<file path="src/rtl/pbit_pkg.sv">
// pbit_pkg: shared FSM encoding, LFSR taps and arithmetic helpers for the p-bit sweep engine
package pbit_pkg;
  typedef enum logic [1:0] {IDLE, EVAL, COMMIT, DONE} fsm_e;
  localparam logic [31:0] LFSR_TAPS = 32'h8020_0003;
  function automatic logic signed [31:0] sat_signed(input logic signed [63:0] v, input int w);
    logic signed [63:0] mx, mn;
    mx = (64'sd1 <<< (w - 1)) - 64'sd1;
    mn = -mx - 64'sd1;
    return (v > mx) ? mx[31:0] : (v < mn) ? mn[31:0] : v[31:0];
  endfunction
  function automatic logic [31:0] onehot(input int p);
    return 32'd1 << p;
  endfunction
endpackage

</file>
<file path="src/rtl/pbit_lfsr.sv">
// pbit_lfsr: 32-bit Galois LFSR (x^32+x^22+x^2+x+1) advancing once per adv pulse
module pbit_lfsr
  import pbit_pkg::*;
#(
  parameter logic [31:0] SEED = 32'hACE1_2345
) (
  input  logic        clk,
  input  logic        rst,
  input  logic        adv,
  output logic [31:0] rnd
);
  logic [31:0] lfsr_q, lfsr_d;
  // next value: shift right, fold taps in when the outgoing bit is set
  always_comb lfsr_d = adv ? ((lfsr_q >> 1) ^ (lfsr_q[0] ? LFSR_TAPS : 32'd0)) : lfsr_q;
  // LFSR register, reseeded on reset
  always_ff @(posedge clk) lfsr_q <= rst ? SEED : lfsr_d;
  assign rnd = lfsr_q;
endmodule

</file>
<file path="src/rtl/pbit_sweep.sv">
// pbit_sweep: Gibbs p-bit sweep engine; define PBIT_ANNEAL_EN to ramp beta by beta_step per sweep
module pbit_sweep
  import pbit_pkg::*;
#(
  parameter int          PBITS     = 8,
  parameter int          RAND_W    = 16,
  parameter int          BETA_FRAC = 8,
  parameter logic [31:0] LFSR_SEED = 32'hACE1_2345
) (
  input  logic             clk,
  input  logic             rst,
  input  logic             start,
  input  logic [PBITS-1:0] init_state,
  input  logic [15:0]      num_sweeps,
  input  logic [15:0]      beta,
  input  logic [15:0]      beta_step,
  input  logic [31:0]      field,
  output logic [PBITS-1:0] state,
  output logic [PBITS-1:0] index,
  output logic             busy,
  output logic             done,
  output logic [15:0]      sweeps_done,
  output logic [15:0]      beta_cur
);
  localparam int PW = PBITS > 1 ? $clog2(PBITS) : 1;
  localparam logic signed [31:0] SMAX = (32'sd1 <<< (RAND_W - 1)) - 32'sd1;
  localparam logic signed [31:0] SMIN = -SMAX - 32'sd1;
  fsm_e fsm_q, fsm_d;
  logic [PBITS-1:0] state_q, state_d;
  logic [PW-1:0] ptr_q, ptr_d;
  logic [15:0] ns_q, ns_d, sw_q, sw_d, beta_q, beta_d;
  logic signed [31:0] field_q, field_d;
  logic [31:0] rnd, oh;
  logic signed [48:0] prod, scaled;
  logic signed [31:0] sat, rnd32;
  logic new_bit, last, adv, unused;
  pbit_lfsr #(.SEED(LFSR_SEED)) u_lfsr (.clk(clk), .rst(rst), .adv(adv), .rnd(rnd));
  // scale the captured field by beta, saturate, and draw the new bit against the random sample
  always_comb begin
    prod    = 49'(field_q) * 49'($signed({1'b0, beta_q}));
    scaled  = prod >>> BETA_FRAC;
    sat     = sat_signed(64'(scaled), RAND_W);
    rnd32   = 32'($signed(rnd[RAND_W-1:0]));
    new_bit = (sat == SMAX) ? 1'b1 : (sat == SMIN) ? 1'b0 : (sat > rnd32);
    oh      = onehot(int'(ptr_q));
  end
  // next-state logic for the sweep FSM and its datapath registers
  always_comb begin
    fsm_d   = fsm_q;
    state_d = state_q;
    ptr_d   = ptr_q;
    ns_d    = ns_q;
    sw_d    = sw_q;
    beta_d  = beta_q;
    field_d = field_q;
    adv     = 1'b0;
    last    = ptr_q == PW'(PBITS - 1);
    case (fsm_q)
      IDLE: if (start) begin
        state_d = init_state;
        beta_d  = beta;
        ns_d    = num_sweeps;
        sw_d    = '0;
        ptr_d   = '0;
        fsm_d   = (num_sweeps == 16'd0) ? DONE : EVAL;
      end
      EVAL: begin
        field_d = $signed(field);
        fsm_d   = COMMIT;
      end
      COMMIT: begin
        adv     = 1'b1;
        state_d = (state_q & ~oh[PBITS-1:0]) | (new_bit ? oh[PBITS-1:0] : '0);
        ptr_d   = last ? '0 : ptr_q + 1'b1;
        sw_d    = last ? sw_q + 16'd1 : sw_q;
        fsm_d   = (last && sw_q + 16'd1 == ns_q) ? DONE : EVAL;
`ifdef PBIT_ANNEAL_EN
        if (last && sw_q + 16'd1 != ns_q)
          beta_d = ({1'b0, beta_q} + {1'b0, beta_step} > 17'h0FFFF) ? 16'hFFFF : beta_q + beta_step;
`endif
      end
      default: fsm_d = IDLE;
    endcase
  end
  // state registers; reset aborts any run
  always_ff @(posedge clk) begin
    if (rst) begin
      fsm_q   <= IDLE;
      state_q <= '0;
      ptr_q   <= '0;
      ns_q    <= '0;
      sw_q    <= '0;
      beta_q  <= '0;
      field_q <= '0;
    end else begin
      fsm_q   <= fsm_d;
      state_q <= state_d;
      ptr_q   <= ptr_d;
      ns_q    <= ns_d;
      sw_q    <= sw_d;
      beta_q  <= beta_d;
      field_q <= field_d;
    end
  end
`ifdef PBIT_ANNEAL_EN
  assign unused = ^{rnd[31:RAND_W], oh[31:PBITS]};
`else
  assign unused = ^{beta_step, rnd[31:RAND_W], oh[31:PBITS]};
`endif
  assign state       = state_q;
  assign index       = (fsm_q == EVAL || fsm_q == COMMIT) ? oh[PBITS-1:0] : '0;
  assign busy        = fsm_q != IDLE;
  assign done        = fsm_q == DONE;
  assign sweeps_done = sw_q;
  assign beta_cur    = beta_q;
endmodule

</file>
<file path="config.mk">
export PLATFORM = sky130hd
export DESIGN_NAME = pbit_sweep
export DESIGN_NICKNAME = d
export VERILOG_FILES = /design/src/rtl/pbit_pkg.sv /design/src/rtl/pbit_lfsr.sv /design/src/rtl/pbit_sweep.sv
export SDC_FILE = /design/constraint.sdc
export NUM_CORES = 2
export LEC_CHECK = 0
export CAP_MARGIN = 10
export CORE_MARGIN = 8
export CORE_UTILIZATION = 52
export DETAILED_ROUTE_END_ITERATION = 10
export GPL_TIMING_DRIVEN = 1
export PLACE_DENSITY = 0.81
export SETUP_SLACK_MARGIN = 0.02
export SKIP_CTS_REPAIR_TIMING = 1
export SYNTH_ARGS = -nofsm -noshare
export SYNTH_HDL_FRONTEND = slang
export SYNTH_HIERARCHICAL = 1
export SYNTH_SLANG_ARGS = --single-unit
</file>
<file path="constraint.sdc">
create_clock -name clk -period 19.7 [get_ports clk]
set_clock_uncertainty 0.2 [all_clocks]
set_input_delay 1.97 -clock clk [delete_from_list [all_inputs] [get_ports clk]]
set_output_delay 1.97 -clock clk [all_outputs]
set_load 0.03 [all_outputs]
</file>
==> metrics.txt <==
r2r startpoint beta_cur[8]; post-detailed-routing wire length 66.3 mm; I/O pin count 141; Setup-failing EPs final 0; Worst Tran Pin Value 1.20 ns; dominant cell type by area after synthesis fa_1; Sink Count 125; GRT Total Usage 24.2%; Main synth FF type dfxtp_1; CP max stage cell dfxtp_1; WL met1 27.1 mm; Die Y roughly 240 um; Min-Delay Endpoint beta_cur[2]; port bufs between 100 and 150; top-count cell post-synth inv_1; via count 20600; average size of a mapped cell 8.47 sq um; largest net degree at the start of global routing 80; die area 56100 sq um; Max clock buf depth 2; CP dominant cell by count fa_1; H-tree levels 4; sequential element share of the synthesized area 9.86%; DRT antenna net count 0; CTS buffer count 17; PwrDens 51.9 nW/um^2; status complete, no violations; Fmax 0.0909 GHz; register area 2500 sq um; Worst-path clk slew 0.06 ns; Worst R2R Setup Slack 8.69 ns; initial core utilization a little over half; share of the synthesized area in the top cell type 38.4%; Max IR drop VDD 0.0498 mV; Final Cycle Share around 56%; Met2 Routed Length 32.2 mm; Routability Congestion a little under 1; EDFF count, synth 0; fillers 4186; crit path DAT 11.09 ns; r2r worst-path depth 34; Area contributors post-synth fa_1 38%, dfxtp_1 9.9%, inv_1 9.1%; Fin Setup TNS 0 ns; layout net count roughly 3700; global route total overflow 0; final hold vios 0; fin. max-slew vios 0; fraction of layout cells with a size suffix above 1 under 10%; CP max stage delay 0.86 ns; vias in the first global route ~22000; synth cell count leaders 612 x inv_1, 487 x fa_1, 435 x nand2_1, 227 x and2_1, 159 x ha_1; Syn Std Cell Area 25400 sq um; Leak ~13 nW; post-synth cell types between 80 and 90; initial antenna violation count 3; DR iter-0 viols 1625; data required time of the worst path around 20 ns; HP Class reg2reg; DRC Markers 0; CP Launch Type flop; Via density 5.66; first-pass GRT wire length between 100 and 150 mm; DRT Pass-1 Iters 7; RSZ-0062 raised after global routing false; clock insertion delay at the later pin of the skew report between 0.4 and 0.5 ns; Mapped Cells 2994; Die Wd 237 um; num rows 81; critical path type reg2reg; FF+latch count, synth between 100 and 150; CP max FO 20; Synth Net Count 3731; Max Used Layer met4; TritonCTS clock tree done; Root Driver clkbuf_16; footprint of the multi-input gates 19900 sq um; Worst Hold Path Cells 2; crit end category flop; min Tclk post-route 11.01 ns; hpwl dp between 50 and 60 mm; Async S/R FF share, synth 0%; Max-cap violations 0; met3 wire len 4.91 mm; normalized max-slew margin 19.8%; total power around 0.0014 W; core area around 50000 sq um; critical hold path startpoint beta_cur[2]; Synth Warn # 6; WL/cell 18.2 um; area grow syn2layout 8.70%
## metrics by stage
stage               cells  utilization [%]  hold slack [ns]  cell area, sq um  setup WS, ns
finish               3648             56.8            0.260             27600          8.69
global route         3648             56.8            0.283             27600          8.14
CTS                  3646             56.8            0.262             27600          8.88
detailed placement   3614             55.5            0.254             27000          8.92
global placement     3614             55.5            0.243             27000          9.08
floorplan            2994                -            0.240             25400         10.25
## registers in the layout, indices dropped and copies added (netlist names), named ones only
signal,cells
sweeps_done,16
fsm_q,2
field_q,32
u_lfsr/rnd,32
beta_cur,16
ptr_q,3
ns_q,16
## area by class of cell
class	count	share of cell area [%]
Multi-Input combinational cell	2105	72.3
Sequential cell	125	9.08
Clock inverter	13	0.640
Timing Repair Buffer	149	5.17
Inverter	613	8.34
Antenna cell	2	0.0181
Tap cell	622	2.82
Clock buffer	19	1.61
## kinds of logic after synthesis
family	share of synthesized area (%)
mux	2.52
buf+inv	11.6
flops	9.86
xor+xnor	2.49
simple gates	18.7
fa+ha+maj	46.3
compound gates	8.57
## worst max path at each step
| stage | depth (start not counted) | start | endpoint |
|---|---|---|---|
| finish | 34 | beta_cur[8] | flop |
| global route | 34 | beta_cur[8] | flop |
| CTS | 34 | beta_cur[8] | flop |
| detailed placement | 34 | beta_cur[8] | flop |
| global placement | 34 | beta_cur[8] | flop |
| floorplan | 34 | beta_cur[2] | flop |
## critical path, delay by kind of cell (launching register included)
family,cells,cell delay (ns)
AO/OA/AOI/OAI,15,3.56
adder cells (fa/ha/maj),8,3.89
buffers and inverters,4,0.65
flip-flops,1,0.86
multiplexers,1,0.23
AND/OR/NAND/NOR,6,1.42
## routing by layer
layer  up-vias  GRT usage [%]
met2       841           40.7
met4         0           7.84
met1     10400           31.6
li1       9236              -
met5         -              0
met3       146           3.98
## where the power goes
part / switching, W / internal, W / total (W)
logic: 0.000468 / 0.000293 / 0.000761
registers: 0.0000608 / 0.000275 / 0.000336
clock network: 0.000129 / 0.000205 / 0.000334
## cells in the final DEF, fill, tap and decap left out, types with 8 or more instances in the layout
master           Yosys  final
inv_1              612    612
fa_1               487    487
nand2_1            435    435
and2_1             227    227
ha_1               159    157
nor2_1             149    149
dfxtp_1            125    123
clkdlybuf4s50_1      0    123
a21oi_1            109    109
o21ai_0             64     64
mux2i_1             64     64
xnor2_1             46     46
nand4_1             34     34
and3_1              34     34
nor3_1              34     34
xor2_1              26     26
buf_4                0     26
nand3_1             21     21
a21o_1              21     21
clkbuf_16            0     17
nor4_1              15     15
a22oi_1             14     14
o21a_1              13     13
a211oi_1            10     10
o211ai_1            10     10
nand2b_1             9      9
o21bai_1             8      8
a41oi_1              8      8
No activity file was read; power rests on OpenSTA's default activity.
